`src/rtl/strobe_sched_defs.sv`:
```
// Shared definitions for the strobe scheduler.
//   state_e : scheduler FSM encodings (IDLE / START / WAIT).
//             Encoding 2'd3 is unused and recovers to IDLE.
package strobe_sched_defs;

    typedef enum logic [1:0] {
        ST_IDLE  = 2'd0,
        ST_START = 2'd1,
        ST_WAIT  = 2'd2
    } state_e;

endpackage

```
`src/rtl/strobe.sv`:
```
// Single-channel edge detector. It turns a request level into a strobe that
// lasts one cycle.
//   clk        in  : system clock
//   reset      in  : synchronous, active-high
//   sig_in     in  : request level
//   strobe_out out : combinational, high in the same cycle the qualifying
//                    edge is seen on sig_in
// FLAG_CHANGE=0 fires on rising edges only. FLAG_CHANGE=1 fires on any toggle.
// RESET_ZERO=0 loads the live input into the history flop during reset.
// A level held high through reset then produces no strobe after release.
module strobe #(
    parameter int FLAG_CHANGE = 0,
    parameter int RESET_ZERO  = 0
) (
    input  logic clk,
    input  logic reset,
    input  logic sig_in,
    output logic strobe_out
);

    logic prev_q;
    logic prev_d;

    always_comb begin
        prev_d = sig_in;
        if (reset && (RESET_ZERO != 0)) begin
            prev_d = 1'b0;
        end
    end

    always_ff @(posedge clk) begin
        prev_q <= prev_d;
    end

    always_comb begin
        strobe_out = 1'b0;
        if (!reset) begin
            if (FLAG_CHANGE != 0) begin
                strobe_out = sig_in ^ prev_q;
            end else begin
                strobe_out = sig_in & ~prev_q;
            end
        end
    end

endmodule

```
`src/rtl/strobe_scheduler.sv`:
```
// Round-robin scheduler. It shares one downstream processor between
// NUM_CHANNELS requesting channels.
//   clk           in  : system clock
//   reset         in  : synchronous, active-high
//   req_in        in  : per-channel request level; edges become pending jobs
//   done_in       in  : 1-cycle pulse, the processor has finished the current job
//   clear_overrun in  : clears the sticky overrun and timeout flags
//   start_out     out : 1-cycle pulse, begin the job for chan_out
//   chan_out      out : channel being serviced; holds its last value in IDLE
//   busy_out      out : high in START and WAIT
//   overrun_out   out : sticky, a request arrived while already pending
//   timeout_out   out : sticky, a job was aborted after TIMEOUT_CYCLES in WAIT
module strobe_scheduler
    import strobe_sched_defs::*;
#(
    parameter int NUM_CHANNELS   = 4,
    parameter int CHAN_BITS      = 2,
    parameter int FLAG_CHANGE    = 0,
    parameter int TIMEOUT_CYCLES = 1023,
    parameter int TIMEOUT_BITS   = 10
) (
    input  logic                    clk,
    input  logic                    reset,
    input  logic [NUM_CHANNELS-1:0] req_in,
    input  logic                    done_in,
    input  logic                    clear_overrun,
    output logic                    start_out,
    output logic [CHAN_BITS-1:0]    chan_out,
    output logic                    busy_out,
    output logic [NUM_CHANNELS-1:0] overrun_out,
    output logic                    timeout_out
);

    // Returns the first set bit of pend, scanning from last+1 and wrapping.
    // It is only used when pend is non-zero.
    function automatic logic [CHAN_BITS-1:0] rr_pick(
        input logic [NUM_CHANNELS-1:0] pend,
        input logic [CHAN_BITS-1:0]    last
    );
        logic [CHAN_BITS-1:0] pick;
        logic                 found;
        int                   idx;
        pick  = last;
        found = 1'b0;
        for (int off = 1; off <= NUM_CHANNELS; off++) begin
            idx = int'(last) + off;
            if (idx >= NUM_CHANNELS) begin
                idx = idx - NUM_CHANNELS;
            end
            if (!found && pend[idx[CHAN_BITS-1:0]]) begin
                pick  = idx[CHAN_BITS-1:0];
                found = 1'b1;
            end
        end
        return pick;
    endfunction

    // ---------------- request edge detection ----------------
    logic [NUM_CHANNELS-1:0] strobe_w;

    generate
        for (genvar i = 0; i < NUM_CHANNELS; i++) begin : g_strobe
            strobe #(
                .FLAG_CHANGE (FLAG_CHANGE),
                .RESET_ZERO  (0)
            ) u_strobe (
                .clk        (clk),
                .reset      (reset),
                .sig_in     (req_in[i]),
                .strobe_out (strobe_w[i])
            );
        end
    endgenerate

    // ---------------- state ----------------
    state_e                  state_q,   state_d;
    logic [NUM_CHANNELS-1:0] pending_q, pending_d;
    logic [NUM_CHANNELS-1:0] overrun_q, overrun_d;
    logic                    timeout_q, timeout_d;
    logic [CHAN_BITS-1:0]    chan_q,    chan_d;
    logic [CHAN_BITS-1:0]    last_q,    last_d;
    logic [TIMEOUT_BITS-1:0] cnt_q,     cnt_d;

    logic                    grant_w;
    logic [CHAN_BITS-1:0]    pick_w;
    logic                    timeout_set;

    assign pick_w  = rr_pick(pending_q, last_q);
    assign grant_w = (state_q == ST_IDLE) && (pending_q != '0);

    // ---------------- FSM next state ----------------
    always_comb begin
        state_d     = state_q;
        chan_d      = chan_q;
        last_d      = last_q;
        cnt_d       = cnt_q;
        timeout_set = 1'b0;
        case (state_q)
            ST_IDLE: begin
                // done_in is deliberately ignored here
                if (grant_w) begin
                    chan_d  = pick_w;
                    last_d  = pick_w;
                    state_d = ST_START;
                end
            end
            ST_START: begin
                if (done_in) begin
                    state_d = ST_IDLE;
                end else begin
                    state_d = ST_WAIT;
                    cnt_d   = TIMEOUT_BITS'(1);
                end
            end
            ST_WAIT: begin
                if (done_in) begin
                    state_d = ST_IDLE;
                end else if (cnt_q == TIMEOUT_BITS'(TIMEOUT_CYCLES)) begin
                    timeout_set = 1'b1;
                    state_d     = ST_IDLE;
                end else begin
                    cnt_d = cnt_q + TIMEOUT_BITS'(1);
                end
            end
            default: begin
                state_d = ST_IDLE;
            end
        endcase
    end

    // ---------------- pending / sticky flags ----------------
    // When a new strobe and a grant hit the same channel in one cycle, the
    // set wins and no overrun is flagged. New events also win over
    // clear_overrun.
    always_comb begin
        pending_d = pending_q;
        overrun_d = clear_overrun ? '0 : overrun_q;
        timeout_d = (clear_overrun ? 1'b0 : timeout_q) | timeout_set;
        if (grant_w) begin
            pending_d[pick_w] = 1'b0;
        end
        for (int i = 0; i < NUM_CHANNELS; i++) begin
            if (strobe_w[i]) begin
                if (pending_q[i] && !(grant_w && (pick_w == CHAN_BITS'(i)))) begin
                    overrun_d[i] = 1'b1;
                end
                pending_d[i] = 1'b1;
            end
        end
    end

    always_ff @(posedge clk) begin
        if (reset) begin
            state_q   <= ST_IDLE;
            pending_q <= '0;
            overrun_q <= '0;
            timeout_q <= 1'b0;
            chan_q    <= '0;
            // start one below channel 0 so that channel 0 wins first
            last_q    <= CHAN_BITS'(NUM_CHANNELS - 1);
            cnt_q     <= '0;
        end else begin
            state_q   <= state_d;
            pending_q <= pending_d;
            overrun_q <= overrun_d;
            timeout_q <= timeout_d;
            chan_q    <= chan_d;
            last_q    <= last_d;
            cnt_q     <= cnt_d;
        end
    end

    // ---------------- outputs ----------------
    assign start_out   = (state_q == ST_START);
    assign busy_out    = (state_q != ST_IDLE);
    assign chan_out    = chan_q;
    assign overrun_out = overrun_q;
    assign timeout_out = timeout_q;

endmodule
```
`config.mk`:
```
export PLATFORM = sky130hd
export DESIGN_NAME = strobe_scheduler
export DESIGN_NICKNAME = d
export VERILOG_FILES = /design/src/rtl/strobe_sched_defs.sv /design/src/rtl/strobe.sv /design/src/rtl/strobe_scheduler.sv
export SDC_FILE = /design/constraint.sdc
export NUM_CORES = 1
export LEC_CHECK = 0
export CAP_MARGIN = 10
export CORE_ASPECT_RATIO = 0.6
export CORE_MARGIN = 2
export CORE_UTILIZATION = 30
export DETAILED_ROUTE_END_ITERATION = 10
export PLACE_DENSITY = 0.48
export SYNTH_ARGS = -nofsm -noshare
export SYNTH_HDL_FRONTEND = slang
export SYNTH_SLANG_ARGS = --single-unit
```
`constraint.sdc`:
```
create_clock -name clk -period 3.4 [get_ports clk]
set_clock_uncertainty 0.05 [all_clocks]
set_input_delay 0.34 -clock clk [delete_from_list [all_inputs] [get_ports clk]]
set_output_delay 0.34 -clock clk [all_outputs]
set_load 0.02 [all_outputs]
```
==> Word level (Yosys, flattened, before mapping) <==
Index checks and enable logic that the tools add are counted.
{ "totals": {"output_inout_bits": 9, "elab_cells": 139, "inputBits": 8, "ff_bits": 29} }
{ "classes": {"reduce_logical": 32, "mux": 52, "n_eq_ne": 11, "n_bitwise": 11, "add_sub_neg": 9, "n_lt_le_gt_ge": 10} }
{ "ops": {"columns": ["op", "n"], "rows": [
  ["$mux 10", 3],
  ["$mux 1", 28],
  ["$mux 2", 12],
  ["$pmux 10 s2", 1],
  ["$lt 2x3->1 const B", 5],
  ["$logic_and 1x1->1", 13],
  ["$reduce_bool 2->1", 6],
  ["$add 10x1->10 const B", 1],
  ["$eq 10x10->1 const B", 1],
  ["$ge 3x3->1 const B", 3],
  ["$bmux 1 s2", 4],
  ["$mux 4", 2],
  ["$ne 2x2->1 const B", 4],
  ["$sub 2x1->2 const B", 4],
  ["$logic_not 1->1", 7],
  ["$add 2x2->3 const B", 2],
  ["$eq 2x2->1 const B", 3],
  ["$pmux 2 s3", 1],
  ["$add 2x3->4 const B", 1],
  ["$and 1x1->1", 4],
  ["$and 4x4->4", 1],
  ["$eq 2x1->1 const B", 2],
  ["$ge 4x3->1 const B", 1],
  ["$logic_not 2->1", 2],
  ["other kinds (10)", 14]
]} }

==> Logic depth before layout (Yosys ltp) <==
Gate-level depths: netlist of run 1.
{ "depth": {"ltp_word": 23, "ltp_mapped": 6, "mapped_depth_nobuf": 6} }

==> By module <==
Synthesis of run 1 repeated with hierarchy kept, for this count alone.
{ "hier_totals": {"cells_unflattened": 141, "area_unflattened_um2": 1312.5} }
{ "modules_own_cells": {"columns": ["module", "area_each_um2", "n_inst", "cells_per_inst", "seq_area_each_um2"], "rows": [
  ["strobe_scheduler", 1182.4, 1, 133, 500.5],
  ["strobe", 32.5, 4, 2, 20.0]
]} }

==> Least setup slack after synthesis of run 1 <==
Ideal clock, no wire load.
{ "synth_path": {"path_type": "reg2reg", "from": "register state_q[0]", "to": "register pending_q[2]", "setup_ns": 0.131, "period_less_slack_ns": 1.506, "stages_incl_launch_ff": 6, "required_time_ns": 3.219, "setup_slack_ns": 1.894, "t_arrival_ns": 1.325, "path_buffers": 0, "path_cell_list": "dfxtp_1 -> or2_1 -> a21o_1 -> a211o_1 -> o21ai_1 -> o21ai_0"} }
{ "synth_between": {"elab_chain_len": 3} }
{ "synth_rtl": {"columns": ["item", "line_no", "source"], "rows": [
  ["start, declared", "strobe_scheduler.sv:76", "state_e state_q, state_d;"],
  ["start signal, assigned", "strobe_scheduler.sv:163", "state_q <= state_d;"],
  ["$logic_not 2->1", "strobe_scheduler.sv:89", "assign grant_w = (state_q == ST_IDLE) && (pending_q != '0);"],
  ["$logic_and 1x1->1", "strobe_scheduler.sv:89", null],
  ["$reduce_bool 2->1 (no line)", null, null],
  ["end signal, assigned", "strobe_scheduler.sv:164", "pending_q <= pending_d;"],
  ["end, declared", "strobe_scheduler.sv:77", "logic [NUM_CHANNELS-1:0] pending_q, pending_d;"]
]} }
No other way between the ends.
A chain may end at the register's enable or synchronous reset.

==> Worst setup path in the final report of run 1 <==
{ "layout_path": {"from": "register state_q[1]", "to": "output port start_out"} }
{ "layout_between": {"elab_chain_len": 1} }
{ "layout_rtl": {"columns": ["item", "line_no", "source"], "rows": [
  ["$eq 2x1->1", "strobe_scheduler.sv:174", "assign start_out = (state_q == ST_START);"],
  ["end, declared", "strobe_scheduler.sv:27", "output logic start_out,"]
]} }
No other way between the ends.

==> impl_results.md, run 1 <==
- Overall routing resource usage: 0.132
- Routed len/inst: ~13 um
- Port bufs: 16
- Ys async rst share: 0
- Remaining global-route overflow: 0
- Global-route wire length before repair: 4530 um
- Unrepaired setup endpoints after global routing: no
- # Post-CTS Setup Buffers: 0
- Max-cap viol count: 0
- Worst IR Drop VDD: between 200 and 250 uV
- Core Footprint: 4080 um^2
- Fmax: 511 MHz
- Min Tclk post-route: between 1.5 and 2 ns
- Die ar.: 4750 um^2
- Post-Synthesis Cell Area: between 1000 and 1500 um^2
- Relative max-transition margin: 0.540
- Fraction of layout cells with a size suffix above 1: 0.0798
- Number of global-route vias before repair: 936
- Leakage: roughly 0.00058 uW
- CTS Sinks: 29
- Mux cell area share after synthesis: 0
- Met1 usage: 0.196
- Slew @ Worst Pin: ~0.69 ns
- Global-route track usage on met2: 0.169
- Post-cts hold buffer count: 0
- Max H-tree Level: 2
- Synth Area in Simple Gates: 0.263
- Yosys warnings: 0
- Cells after synthesis: 142
- Clock root buffer: clkbuf_8
- Vias: 1039
- Largest family of logic cells by synthesized area: simple AND/OR/NAND/NOR gates
- Adder-Cell Fraction of Synth Area: 0.00994
- Detailed Route Iter0 Violations: 94
- Crit path kind: register to primary output
- Final-report hold violation count: 0
- Remaining antenna violation count: 0
- Fin Setup TNS: 0 ns
- Netlist cell types: 36
- Clock slew at reported path FFs: 0.06 ns
- Final Slew Violations: 0
- Busiest grt layer: met1
- Post-Syn Area per Cell: 8.86 um^2
- Row cnt: 18
- DR DRC count: 0
- Worst-path fanout max: 6
- Final worst path period share: 0.576
- Drt total wl: approximately 2800 um
- Most used DFF post-synth: dfxtp_1
- Leading post-synthesis cells by cell area: dfxtp_1 46%, nor2_1 6.9%, xnor2_1 4.2%, a21oi_1 3.6%, o21ai_0 3.6%
- CTS buffer count: 5
- XOR/XNOR Fraction of Synth Area: 0.0557
- Initial DRT Pass Iterations: 5
- Die H: roughly 54 um
- Sequential fraction of the synthesis area: 0.461
- Initial Util: 0.309
- CTS tree: built
- Setup crit end kind: primary output
- Synthesis-to-finish area growth: 25.2%
- Via density: around 4.7
- Synth top area share: 0.461
- PwrDens: 529 nW/um^2
- Worst EP arrival: roughly 1.6 ns
- Diode count: 0
- Initial antenna violation count: 0
- Reg2reg setup slack: 1.75 ns
- Compound-Gate Fraction of Synth Area: 0.186
- HP Class: register to register
- WP data required: between 3 and 4 ns
- Post-CTS sizing: 0
- Synth area leader: dfxtp_1
- Run status: finished clean
- Syn_nets: 151
- Post-synthesis register bit count: 29
- Clock Path Buffers: 2
- Number of synthesized flops with an enable pin: 0
- Final #Nets: approximately 170
- IO Pins: 17
- Gpl congestion: approximately 0.85
- Grt met3 use: 0.0460
- Final setup viols: 0
- DP HPWL: 2160 um
- Die width: 87.6 um
- Worst skew pair latency: about 0.27 ns
- Largest net degree at the start of global routing: 20
- Startpoint Class: register
- Post-layout util: 0.387
==> cell usage after synthesis (2+ instances only) <==
| library cell | number |
|---|---|
| o21bai_1 | 2 |
| nor3_1 | 4 |
| o21ai_0 | 9 |
| clkbuf_1 | 2 |
| inv_1 | 3 |
| nor2_1 | 23 |
| nand3_1 | 4 |
| nand2b_1 | 7 |
| a21oi_1 | 9 |
| xor2_1 | 2 |
| nand4_1 | 2 |
| dfxtp_1 | 29 |
| nor2b_1 | 5 |
| a211oi_1 | 2 |
| o21ai_1 | 5 |
| nand2_1 | 9 |
| xnor2_1 | 6 |
==> per-stage QoR <==
step	total power [uW]	hold slack, ns	worst slack (ns)	area, um^2	instances
after floorplan	478	0.318	1.89	1260	142
after global placement	529	0.389	1.52	1480	215
after detailed placement	535	0.393	1.44	1480	215
after CTS	843	0.401	1.45	1580	223
after global routing	881	0.441	1.36	1580	223
final	834	0.397	1.44	1580	223
==> report_power, final <==
part	internal [uW]	total, uW	switching [uW]
Sequential	363	385	21.7
Combinational	61.4	144	82.1
Clock	182	305	123
==> per-layer routing <==
metal | wire length [um] | vias up
li1 | - | 534
met1 | 1550 | 480
met2 | 1100 | 23
met3 | 120 | 2
met4 | 22 | 0
met5 | 0 | -
==> worst paths after layout <==
check,from,endpoint,cells past startpoint
max,state_q[1],start_out,3
min,overrun_out[3],overrun_out[3],2
max reg2reg,state_q[0],pending_q[2],5
min reg2reg,overrun_out[3],overrun_out[3],2
==> kinds of logic after synthesis <==
logic type | count (synthesis)
flops | 29
fa+ha+maj | 1
simple gates | 63
buf+inv | 6
compound gates | 35
xor+xnor | 8
==> registers in the layout, indices dropped and copies added (netlist names) <==
| register | cells |
|---|---|
| cnt_q | 10 |
| g_strobe.u_strobe.prev_q | 4 |
| chan_out | 2 |
| overrun_out | 4 |
| state_q | 2 |
| timeout_out | 1 |
| last_q | 2 |
| pending_q | 4 |
==> layout make-up <==
cell class / instances / area [um^2]
clock buffer: 7 / 96.3
clock inverter: 1 / 5.00
fill: 439 / 2500
inverter: 3 / 11.3
multi-input combinational: 107 / 648
sequential: 29 / 581
tap: 60 / 75.1
timing repair buffer: 16 / 160
==> layout by cell type (no fill, tap or decap), drive strengths merged <==
master	count
dfxtp	29
nor2	23
clkdlybuf4s50	16
o21ai	14
a21oi	9
nand2	9
nand2b	7
clkbuf	7
xnor2	6
nor2b	5
nor3	4
nand3	4
inv	3
nand4	3
o21bai	2
a211oi	2
xor2	2
or2	2
nor3b	2
a221oi	1
o211ai	1
a221o	1
a21o	1
and2b	1
and3	1
nor4	1
o31ai	1
and4b	1
o31a	1
a211o	1
a21boi	1
ha	1
clkinv	1
==> worst max-delay path: stages, from the launching register on <==
cell and delay, ns:
dfxtp_1 0.34, nand2b_1 0.24, inv_1 0.12, clkdlybuf4s50_1 0.60
Power figures use the tool's default switching activity.
==> inputs of run 2 (changes only) <==
Settings changed: PLACE_DENSITY 0.48 to 0.5.
Clock period 3.4 ns to 1.7 ns, I/O delays scaled along.
==> run 2 against run 1 <==
Effect of this change: sequential cell count unchanged; clock-buffer cell count did not move; sequential power is 100% higher; non-clock buffer count grew 8; via count increased by 4.5%; critical path type is now register to register; sequential share of layout area down 1.7 points; cell area grew 4.8%; power increased by 100%; largest power group unchanged.
==> impl_results.md, run 2 (synthesis gave the netlist of run 1 again) <==
- Min-delay src: req_in[0]
- Die H: around 54 um
- Final setup viols: 0
- Final-report hold violation count: 0
- Clock slew at reported path FFs: ~0.06 ns
- HP Class: primary input to register
- Worst EP arrival: 1.70 ns
- Most frequent cells in the layout: 29 x dfxtp_1, 23 x nor2_1, 14 x clkdlybuf4s50_1
- Most common cell after layout, fill and taps aside: dfxtp_1
- Worst IR Drop VDD: 363 uV
- Max FFs per register: 10
- WHS Path Cells: 1
- Dpl ws: -0.0982 ns
- Via density: between 4 and 5
- Gpl congestion: between 0.8 and 0.9
- Routed len/inst: approximately 12 um
- Unrepaired setup endpoints after global routing: yes
- Fmax: around 630 MHz
- Crit-path leading delay family: flip-flops
- Min Hold Slack: 0.322 ns
- Crit path kind: register to register
- Initial DRT Pass Iterations: 4
- CTS tree: built
- RR Endpoint: cnt_q[4]
- Fraction of layout cells with a size suffix above 1: 0.140
- IO Pins: 17
- Slew @ Worst Pin: about 0.32 ns
- Overall routing resource usage: 0.129
- DR DRC count: 0
- Final worst path period share: 0.934
- Critical Path Max Stage Delay: between 0.4 and 0.5 ns
- Largest reg by FF count: cnt_q
- Worst-path fanout max: 7
- Core Footprint: approximately 4100 um^2
- Run status: finished clean
- Global-route wire length before repair: roughly 4600 um
- CTS buffer count: 5
- Max H-tree Level: 2
- Initial antenna violation count: 0
- Remaining global-route overflow: 0
- Setup crit end kind: register
- DP HPWL: around 2200 um
- Min Tclk post-route: ~1.6 ns
- Diode count: 0
- CTS Sinks: 29
- Remaining antenna violation count: 0
- Drt total wl: 2790 um
- Max-cap viol count: 0
- Crit path cell chain: nand3_1 -> o31a_4 -> nand4_1 -> xor2_1 -> nor2_1
- Post-layout util: 0.405
- Number of fill cells: around 420
- R2r startpoint: cnt_q[3]
- Final Slew Violations: 0
- Synthesis-to-finish area growth: 31.3%
- Worst skew pair latency: around 0.27 ns
- PwrDens: 1030 nW/um^2
- R2R depth: 5
- Die width: ~90 um
- Leakage: ~0.00065 uW
- Detailed Route Iter0 Violations: 55
- Clock root buffer: clkbuf_8
- Startpoint Class: register
- Largest net degree at the start of global routing: 10
- WP data required: between 1.5 and 2 ns
- CP max stage cell: dfxtp_1
- Clock Path Buffers: 2
- Worst path bufs/invs: 0
- Initial Util: 0.309
- Die ar.: roughly 4700 um^2
- # Post-CTS Setup Buffers: 0
- Vias: roughly 1100
- Relative max-transition margin: 0.785
- Row cnt: 18
- Number of global-route vias before repair: a little under 1000
- Port bufs: 16
- Final #Nets: about 180
- Reg2reg setup slack: between 0.1 and 0.15 ns
- Worst Hold Path EP: g_strobe[0].u_strobe.prev_q
- Fin worst setup slack: around 0.11 ns
## run 2: cell type report
type                       count  area (um^2)  area share
inverter                       3         11.3     0.00681
sequential                    29          581       0.351
multi-input combinational    107          659       0.399
clock buffer                   7         96.3      0.0583
clock inverter                 1         5.00     0.00303
tap                           60         75.1      0.0454
timing repair buffer          24          225       0.136
## run 2: report_power, final
part | leakage, uW | total [uW] | switching, uW | internal (uW)
Sequential | 0.000238 | 770 | 43.3 | 726
Clock | 0.0000542 | 613 | 248 | 365
Combinational | 0.000355 | 312 | 172 | 141
Total | 0.000647 | 1690 | 462 | 1230
## run 2: per-layer routing
metal,share of wire,vias up,global-route usage
met4,0.011,0,0.0410
met5,0,-,0
met1,0.53,501,0.189
met2,0.39,33,0.173
li1,-,546,-
met3,0.063,6,0.0445
## run 2: timing repair
item                       CTS  global route
setup endpoints to repair    0             6
hold buffers                 0             0
gates resized for setup      0             5
## run 2: how the worst max path moves through the flow
| stage | endpoint | depth (start not counted) | slack (ns) | from |
|---|---|---|---|---|
| 2_1_floorplan | pending_q[2] | 5 | 0.19 | state_q[0] |
| 3_3_place_gp | cnt_q[9] | 6 | 0.003 | done_in |
| 3_5_place_dp | cnt_q[9] | 6 | -0.1 | done_in |
| 4_1_cts | busy_out | 2 | 0.01 | state_q[0] |
| 5_1_grt | overrun_out[1] | 5 | -0.04 | last_q[0] |
| 6_report | cnt_q[4] | 5 | 0.11 | cnt_q[3] |
## run 2: per-stage QoR
step | std cells | TNS [ns] | total power (uW) | area [um^2]
after global routing | 231 | -0.0380 | 1780 | 1650
after global placement | 223 | 0 | 1080 | 1540
final | 231 | 0 | 1690 | 1650
after floorplan | 142 | 0 | 957 | 1260
after detailed placement | 223 | -0.0982 | 1090 | 1540
after CTS | 231 | 0 | 1710 | 1640
==> inputs of run 3 (changes only) <==
Settings changed: CAP_MARGIN 10 to default, MAX_ROUTING_LAYER from default to met4.
==> run 3 against run 2 <==
Effect of this change: first-iteration DRC count grew 3.6%; combinational power is essentially flat; worst setup slack is essentially flat; highest routed layer unchanged.
==> impl_results.md, run 3 (synthesis gave the netlist of run 1 again) <==
- Via density: 4.71
- Die width: about 88 um
- Fmax: ~630 MHz
- WHS Path Cells: 1
- Relative max-transition margin: 0.785
- Worst-path fanout max: 7
- Initial Util: 0.309
- Logic pwr share: 0.184
- Crit path kind: register to register
- Clock root buffer: clkbuf_8
- Final setup viols: 0
- Final #Nets: 179
- Worst EP arrival: about 1.7 ns
- CTS Sinks: 29
- Crit path cell chain: nand3_1 -> o31a_4 -> nand4_1 -> xor2_1 -> nor2_1
- PwrDens: 1020 nW/um^2
- Max-cap viol count: 0
- Vias: between 1000 and 1500
- Worst path bufs/invs: 0
- Global-route wire length before repair: around 4600 um
- CP max stage cell: dfxtp_1
- Drt total wl: about 2800 um
- Unrepaired setup endpoints after global routing: yes
- WP data required: between 1.5 and 2 ns
- Clock Power Share: 0.361
- Startpoint Class: register
- Min Hold Slack: 0.321 ns
- Leakage: around 0.00065 uW
- Non-Filler Instances: between 200 and 250
- DP Cell Count: around 220
- Remaining antenna violation count: 0
- Clock Path Buffers: 2
- Int Pwr: approximately 1200 uW
- DR DRC count: 0
- Post-cts hold buffer count: 0
- Die ar.: between 4000 and 5000 um^2
- Seq pwr share: 0.455
- Diode count: 0
- Remaining global-route overflow: 0
- Gpl congestion: ~0.84
- Initial antenna violation count: 0
- Core Footprint: slightly above 4000 um^2
- Fraction of layout cells with a size suffix above 1: 0.140
- HP Class: primary input to register
- Min Tclk post-route: approximately 1.6 ns
- Synthesis-to-finish area growth: 31.3%
- R2R depth: 5
- Final worst path period share: 0.934
- Row cnt: 18
- Max H-tree Level: 2
- Worst IR Drop VDD: ~360 uV
- CTS buffer count: 5
- Run status: finished clean
- Crit-path leading delay family: flip-flops
- DP HPWL: between 2000 and 2500 um
- Slew @ Worst Pin: between 0.3 and 0.4 ns
- Largest reg by FF count: cnt_q
- Overall routing resource usage: 0.133
- Worst skew pair latency: ~0.27 ns
- P_sw: approximately 460 uW
- Max FFs per register: 10
- Critical Path Max Stage Delay: 0.43 ns
- Setup crit end kind: register
- Most common cell after layout, fill and taps aside: dfxtp_1
- Initial DRT Pass Iterations: 4
- Largest net degree at the start of global routing: 10
- Switching Fraction: 0.272
- CTS tree: built
- Routed len/inst: between 10 and 15 um
- WP depth: 5
- Final Slew Violations: 0
- Most frequent cells in the layout: 29 x dfxtp_1, 23 x nor2_1, 14 x clkdlybuf4s50_1
- Final-report hold violation count: 0
- Port bufs: 16
- Total design power: 1690 uW
- Die H: ~54 um
- Number of global-route vias before repair: a little under 1000
- IO Pins: 17
- Clock slew at reported path FFs: approximately 0.060 ns
- Detailed Route Iter0 Violations: 57
## run 3: final cells by class
class	count	area (um^2)
Fill cell	417	2420
Multi-Input combinational cell	107	659
Sequential cell	29	581
Timing Repair Buffer	24	225
Clock buffer	7	96.3
Tap cell	60	75.1
Inverter	3	11.3
Clock inverter	1	5.00
## run 3: repair_timing
| action | in CTS | in global routing |
|---|---|---|
| setup endpoints to repair | 0 | 6 |
| setup buffers | 0 | 0 |
| gates resized for setup | 0 | 5 |
## run 3: power groups by stage
stage / sequential, uW / combinational, uW / clock (uW)
final: 770 / 312 / 611
after global routing: 776 / 343 / 665
after CTS: 768 / 304 / 634
after detailed placement: 783 / 303 / 0
after global placement: 780 / 298 / 0
after floorplan: 787 / 170 / 0
## run 3: per-layer routing
metal | up-vias | part of all wire | global-route usage
met5 | - | 0 | -
met4 | 0 | 0.0097 | 0.0410
met3 | 4 | 0.051 | 0.0429
met2 | 27 | 0.40 | 0.174
met1 | 509 | 0.54 | 0.189
li1 | 547 | - | -
## run 3: final timing paths
path	startpoint	to	slack, ns
max	cnt_q[3]	cnt_q[4]	0.11
min	req_in[1]	g_strobe[1].u_strobe.prev_q	0.32
max reg2reg	cnt_q[3]	cnt_q[4]	0.11
min reg2reg	overrun_out[3]	overrun_out[3]	0.41
## run 3: worst register-to-register path, cell delays in order (launching register included)
cell	delay, ns
dfxtp_1	0.43
nand3_1	0.26
o31a_4	0.43
nand4_1	0.11
xor2_1	0.16
nor2_1	0.05
## run 3: per-stage QoR
stage / util / worst slack, ns / setup TNS (ns) / area, um^2
after global routing: 0.405 / -0.0380 / -0.0380 / 1650
after CTS: 0.401 / 0.0137 / 0 / 1640
after floorplan: - / 0.194 / 0 / 1260
after global placement: 0.377 / 0.00295 / 0 / 1540
after detailed placement: 0.377 / -0.0982 / -0.0982 / 1540
final: 0.405 / 0.112 / 0 / 1650
